`src/rtl/fetch_pkg.sv`:
```
// Shared types and constants for the instruction-fetch stage.
package fetch_pkg;

  typedef enum logic [0:0] {
    FETCH = 1'b0,
    HOLD  = 1'b1
  } fetch_state_t;

  localparam int unsigned OP_MSB = 31;
  localparam int unsigned OP_LSB = 26;
  localparam int unsigned PC_INC = 4;

  localparam logic [31:0] DEFAULT_RESET_PC = 32'h0000_0000;

  // Instruction words are 4-byte aligned; any set low bit marks a bad target.
  function automatic logic is_misaligned(input logic [1:0] addr_lo);
    return addr_lo != 2'b00;
  endfunction

endpackage

```
`src/rtl/pc_next.sv`:
```
// Next-PC selection: sequential increment or word-aligned redirect target.
module pc_next
  import fetch_pkg::*;
#(
  parameter int unsigned ADDR_W = 32
) (
  input  logic [ADDR_W-1:0] pc_i,
  input  logic              redirect_valid_i,
  input  logic [ADDR_W-1:0] redirect_pc_i,
  output logic [ADDR_W-1:0] pc_plus4_o,
  output logic [ADDR_W-1:0] pc_next_o,
  output logic              misalign_o
);

  logic [ADDR_W-1:0] target_aligned;

  // Increment wraps modulo 2^ADDR_W without any flag.
  assign pc_plus4_o     = pc_i + ADDR_W'(PC_INC);
  assign target_aligned = {redirect_pc_i[ADDR_W-1:2], 2'b00};

  always_comb begin
    pc_next_o  = pc_plus4_o;
    misalign_o = 1'b0;
    if (redirect_valid_i) begin
      pc_next_o  = target_aligned;
      misalign_o = is_misaligned(redirect_pc_i[1:0]);
    end
  end

endmodule

```
`src/rtl/fetch_unit.sv`:
```
// Instruction-fetch stage: PC register, imem req/ack fetch, and an instruction
// register handed to decode over a valid/ready handshake.
module fetch_unit
  import fetch_pkg::*;
#(
  parameter int unsigned        ADDR_W   = 32,
  parameter logic [ADDR_W-1:0]  RESET_PC = ADDR_W'(DEFAULT_RESET_PC)
) (
  input  logic              clk,
  input  logic              reset,
  output logic              imem_req,
  output logic [ADDR_W-1:0] imem_addr,
  input  logic              imem_ack,
  input  logic [31:0]       imem_rdata,
  output logic [31:0]       instr,
  output logic [5:0]        op,
  output logic              instr_valid,
  input  logic              instr_ready,
  output logic [ADDR_W-1:0] pc,
  output logic [ADDR_W-1:0] pc_plus4,
  input  logic              redirect_valid,
  input  logic [ADDR_W-1:0] redirect_pc,
  output logic              misalign_err
);

  fetch_state_t      state_q;
  logic [ADDR_W-1:0] pc_q;
  logic [ADDR_W-1:0] pc_d;
  logic [31:0]       instr_q;
  logic              instr_valid_q;
  logic              imem_req_q;
  logic              misalign_q;
  logic              redirect_misalign;

  pc_next #(
    .ADDR_W (ADDR_W)
  ) u_pc_next (
    .pc_i             (pc_q),
    .redirect_valid_i (redirect_valid),
    .redirect_pc_i    (redirect_pc),
    .pc_plus4_o       (pc_plus4),
    .pc_next_o        (pc_d),
    .misalign_o       (redirect_misalign)
  );

  always_ff @(posedge clk) begin
    if (reset) begin
      state_q       <= FETCH;
      pc_q          <= RESET_PC;
      instr_q       <= '0;
      instr_valid_q <= 1'b0;
      imem_req_q    <= 1'b1;
      misalign_q    <= 1'b0;
    end else begin
      case (state_q)
        FETCH: begin
          if (imem_ack) begin
            instr_q       <= imem_rdata;
            instr_valid_q <= 1'b1;
            imem_req_q    <= 1'b0;
            state_q       <= HOLD;
          end
        end
        HOLD: begin
          // Redirect inputs only matter on the decode handshake; acks here are spurious.
          if (instr_ready) begin
            instr_valid_q <= 1'b0;
            imem_req_q    <= 1'b1;
            pc_q          <= pc_d;
            misalign_q    <= misalign_q | redirect_misalign;
            state_q       <= FETCH;
          end
        end
        default: begin
          state_q <= FETCH;
        end
      endcase
    end
  end

  assign imem_req     = imem_req_q;
  assign imem_addr    = pc_q;
  assign pc           = pc_q;
  assign instr        = instr_q;
  assign op           = instr_q[OP_MSB:OP_LSB];
  assign instr_valid  = instr_valid_q;
  assign misalign_err = misalign_q;

endmodule

```
`config.mk`:
```
export PLATFORM = sky130hd
export DESIGN_NAME = fetch_unit
export DESIGN_NICKNAME = d
export VERILOG_FILES = /design/src/rtl/fetch_pkg.sv /design/src/rtl/pc_next.sv /design/src/rtl/fetch_unit.sv
export SDC_FILE = /design/constraint.sdc
export NUM_CORES = 1
export LEC_CHECK = 0
export CAP_MARGIN = 10
export CORE_MARGIN = 2
export CORE_UTILIZATION = 36
export DETAILED_ROUTE_END_ITERATION = 8
export PLACE_DENSITY_LB_ADDON = 0.08
export SLEW_MARGIN = 0
export SYNTH_ARGS = -nofsm -noshare
export SYNTH_HDL_FRONTEND = slang
export SYNTH_SLANG_ARGS = --single-unit
```
`constraint.sdc`:
```
create_clock -name clk -period 1.9 [get_ports clk]
set_clock_uncertainty 0.2 [all_clocks]
set_input_delay 0.38 -clock clk [delete_from_list [all_inputs] [get_ports clk]]
set_output_delay 0.38 -clock clk [all_outputs]
set_load 0.005 [all_outputs]
```
==> flow_metrics.py <==
metrics = {
    "timing": {
        "grt_setup_unrepaired": "yes",
        "hold_viol": 0,
        "slew_viol_final": 0,
        "slew_headroom": 0.568,
        "worst-slew-pin-transition_ps": 648,
        "setup_tns_ps": -17240,
        "finalCriticalPeriod_ps": 2590,
        "finalSetupViolations": 48,
        "fin_crit_sh": 1.36,
        "fmax_mhz": 386,
        "setup_ws_ps": -690,
    },
    "power_and_ir_drop": {
        "ir_worst_vdd_uv": 391,
        "switchingPower_uw": 986,
        "switching_share": 0.283,
        "internal_power_uw": 2490,
        "pwr-share-clk": 0.337,
        "p_leak_uw": 0.00390,
        "p_seq_frac": 0.431,
        "powerDensity_nw_per_um2": 437,
        "pwr-share-comb": 0.232,
    },
    "setup_path": {
        "timing.rr.end": "imem_addr[29]$_SDFFE_PP0P_",
        "required_ps": 1320,
        "critPathLaunchType": "register",
        "path_max_fanout": 4,
        "r2r_cells": 12,
        "crit_end": "pc_plus4[31]",
        "end_kind": "output port",
        "critical_path_class": "reg2out",
        "crit_start": "imem_addr[10]$_SDFFE_PP0P_",
        "reg2reg_slack_ps": -420,
        "r2r-start": "imem_addr[10]$_SDFFE_PP0P_",
        "worstPathArrival_ps": 2010,
    },
    "synthesis": {
        "yosysTopAreaCell": "dfxtp_1",
        "syn_area_um2": 3890,
        "ys_seq_area_frac": 0.340,
        "yosys_register_bits": 66,
        "synth_area_leaders": "dfxtp_1, nand2_1, buf_4",
        "synth_cell_types": 57,
        "yosysWarnings": 0,
        "synthArstFlopShare": 0,
        "synth-main-ff-cell": "dfxtp_1",
        "synth_top_area_frac": 0.340,
        "avgSynthCellArea_um2": 7.53,
        "synth_cells": 516,
        "synth_edf_count": 0,
    },
    "clock_tree": {
        "cts_htree_levels": 3,
        "ctsRootBufferMaster": "clkbuf_8",
        "clock_path_buffers": 2,
        "insertion_delay_ps": 350,
        "path_clk_slew_ps": 80,
        "cts_tree": "done",
        "cts_buffers": 9,
        "clock-sinks": 66,
        "cts_hold_buf": 0,
    },
    "floorplanning": {
        "start_util": 0.373,
        "die_height_um": 108,
        "die-area_um2": 11600,
        "num_rows": 37,
        "core_area_um2": 10400,
        "ios": 206,
        "die-width_um": 108,
    },
    "run_status": {
        "outcome": "finished with violations",
        "violations": "negative setup slack",
    },
    "finish": {
        "mostFrequentLayoutCells": "clkdlybuf4s50_1, nand2_1, buf_4",
        "final_common_cell": "clkdlybuf4s50_1",
        "final_util": 0.765,
        "area_growth_pct": 105,
        "diodes": 0,
        "drive_gt1_frac": 0.399,
        "layout.nets": 889,
        "final.fill_count": 710,
    },
    "place": {
        "portBuffers": 199,
        "place.gp.congestion": 0.863,
        "dp_hpwl_um": 9530,
    },
    "global_route": {
        "grt_max_degree": 55,
        "grt_pass1_wl_um": 24700,
        "antenna_found_initial": 0,
        "track_usage": 0.264,
        "grt_pass1_vias": 5027,
        "grt_overflow": 0,
    },
    "detailed_routing": {
        "wl_met1_um": 6500,
        "met2_length_um": 8680,
        "routed-wl-met3_um": 1340,
        "antenna_left": 0,
        "remaining_drc_errors": 0,
        "drt-vias-per-instance": 5.31,
        "vias": 5097,
        "drtPass1Iterations": 5,
        "detail_route.iter0.violations": 232,
        "wirelength_um": 17000,
        "wl_per_cell_um": 17.7,
        "highest_layer": "met4",
    },
    "run": {
        "max_cap_viol_count": 0,
    },
    "hold_path": {
        "hold_path.class": "in2reg",
        "whs_path_depth": 2,
    },
}
[synthesized netlist by cell type, types with 3 or more instances]
library cell	count
a211oi_1	3
a21oi_1	54
a22oi_1	4
a31oi_1	14
and2_1	3
and4_1	4
buf_2	8
buf_4	43
clkbuf_1	32
dfxtp_1	66
inv_1	11
mux2i_1	4
nand2_1	99
nand2b_1	3
nand3_1	25
nand4_1	9
nor2_1	22
nor2b_1	4
nor3_1	16
nor4_4	3
o211ai_1	4
o21ai_0	13
o31ai_1	3
xnor2_1	22
xor2_1	5
[critical path, cell delays in order, from the launching register on]
cell	delay [ps]
dfxtp_4	400
nand2_4	80
nor4_4	340
clkbuf_16	210
buf_8	110
nand4_1	160
xnor2_1	220
buf_2	140
[repair_timing]
item | in CTS | in global routing
resized for setup | 278 | 99
pin swaps | 55 | 60
gates cloned | 2 | 0
endpoints found under the hold margin | 0 | 0
endpoints found under the setup margin | 86 | 73
setup buffers | 66 | 44
[worst min path at each step]
stage	startpoint	end	slack (ps)
floorplan	misalign_err$_SDFFE_PP0P_	misalign_err$_SDFFE_PP0P_	240
global placement	misalign_err$_SDFFE_PP0P_	misalign_err$_SDFFE_PP0P_	230
detailed placement	misalign_err$_SDFFE_PP0P_	misalign_err$_SDFFE_PP0P_	240
CTS	reset	imem_addr[20]$_SDFFE_PP0P_	170
global route	reset	imem_addr[22]$_SDFFE_PP0P_	150
finish	reset	imem_addr[22]$_SDFFE_PP0P_	160
[registers in the layout, indices dropped and copies added (netlist names)]
| name | flops |
|---|---|
| instr_valid | 1 |
| imem_addr | 30 |
| state_q | 1 |
| misalign_err | 1 |
| instr | 32 |
| imem_req | 1 |
[final cells by class]
class                      instances  area [µm²]  area share
clock inverter                     5        35.0     0.00440
sequential                        66        1380       0.173
clock buffer                      11         163      0.0204
timing repair buffer             372        3580       0.449
multi-input combinational        359        2600       0.326
inverter                          11        41.3     0.00518
tap                              136         170      0.0214
[per-layer routing]
metal	track usage	vias to the layer above
met2	0.463	265
met4	0.0971	0
met5	0	-
li1	-	2355
met3	0.0787	43
met1	0.302	2434
[power groups by stage]
| stage | registers, µW | logic, µW | clock network (µW) |
|---|---|---|---|
| floorplan | 1540 | 300 | 0 |
| global placement | 1520 | 759 | 0 |
| detailed placement | 1530 | 769 | 0 |
| CTS | 1500 | 772 | 1180 |
| global route | 1510 | 869 | 1260 |
| finish | 1500 | 808 | 1170 |
[logic make-up (layout without fill, tap and decap cells)]
group / count (synthesis) / after routing / share of synthesized area
and+or+nand+nor: 200 / 200 / 0.253
AOI/OAI and AO/OA: 121 / 121 / 0.194
buffers and inverters: 96 / 399 / 0.137
DFF: 66 / 66 / 0.340
xor gates and xnor gates: 27 / 27 / 0.0608
muxes: 4 / 4 / 0.0103
adders and majority gates: 1 / 1 / 0.00322
other: 1 / 6 / 0.000965
[through the flow]
step / area (µm²) / total power (µW) / worst slack (ps) / hold WS (ps) / std cells
6_report: 7970 / 3480 / -690 / 165 / 960
5_1_grt: 7970 / 3640 / -742 / 152 / 960
4_1_cts: 7490 / 3450 / -636 / 169 / 943
3_5_place_dp: 6460 / 2300 / -517 / 241 / 862
3_3_place_gp: 6460 / 2280 / -510 / 234 / 862
2_1_floorplan: 4090 / 1840 / -189 / 242 / 521
Note: power is estimated with default switching activity, not from simulation.
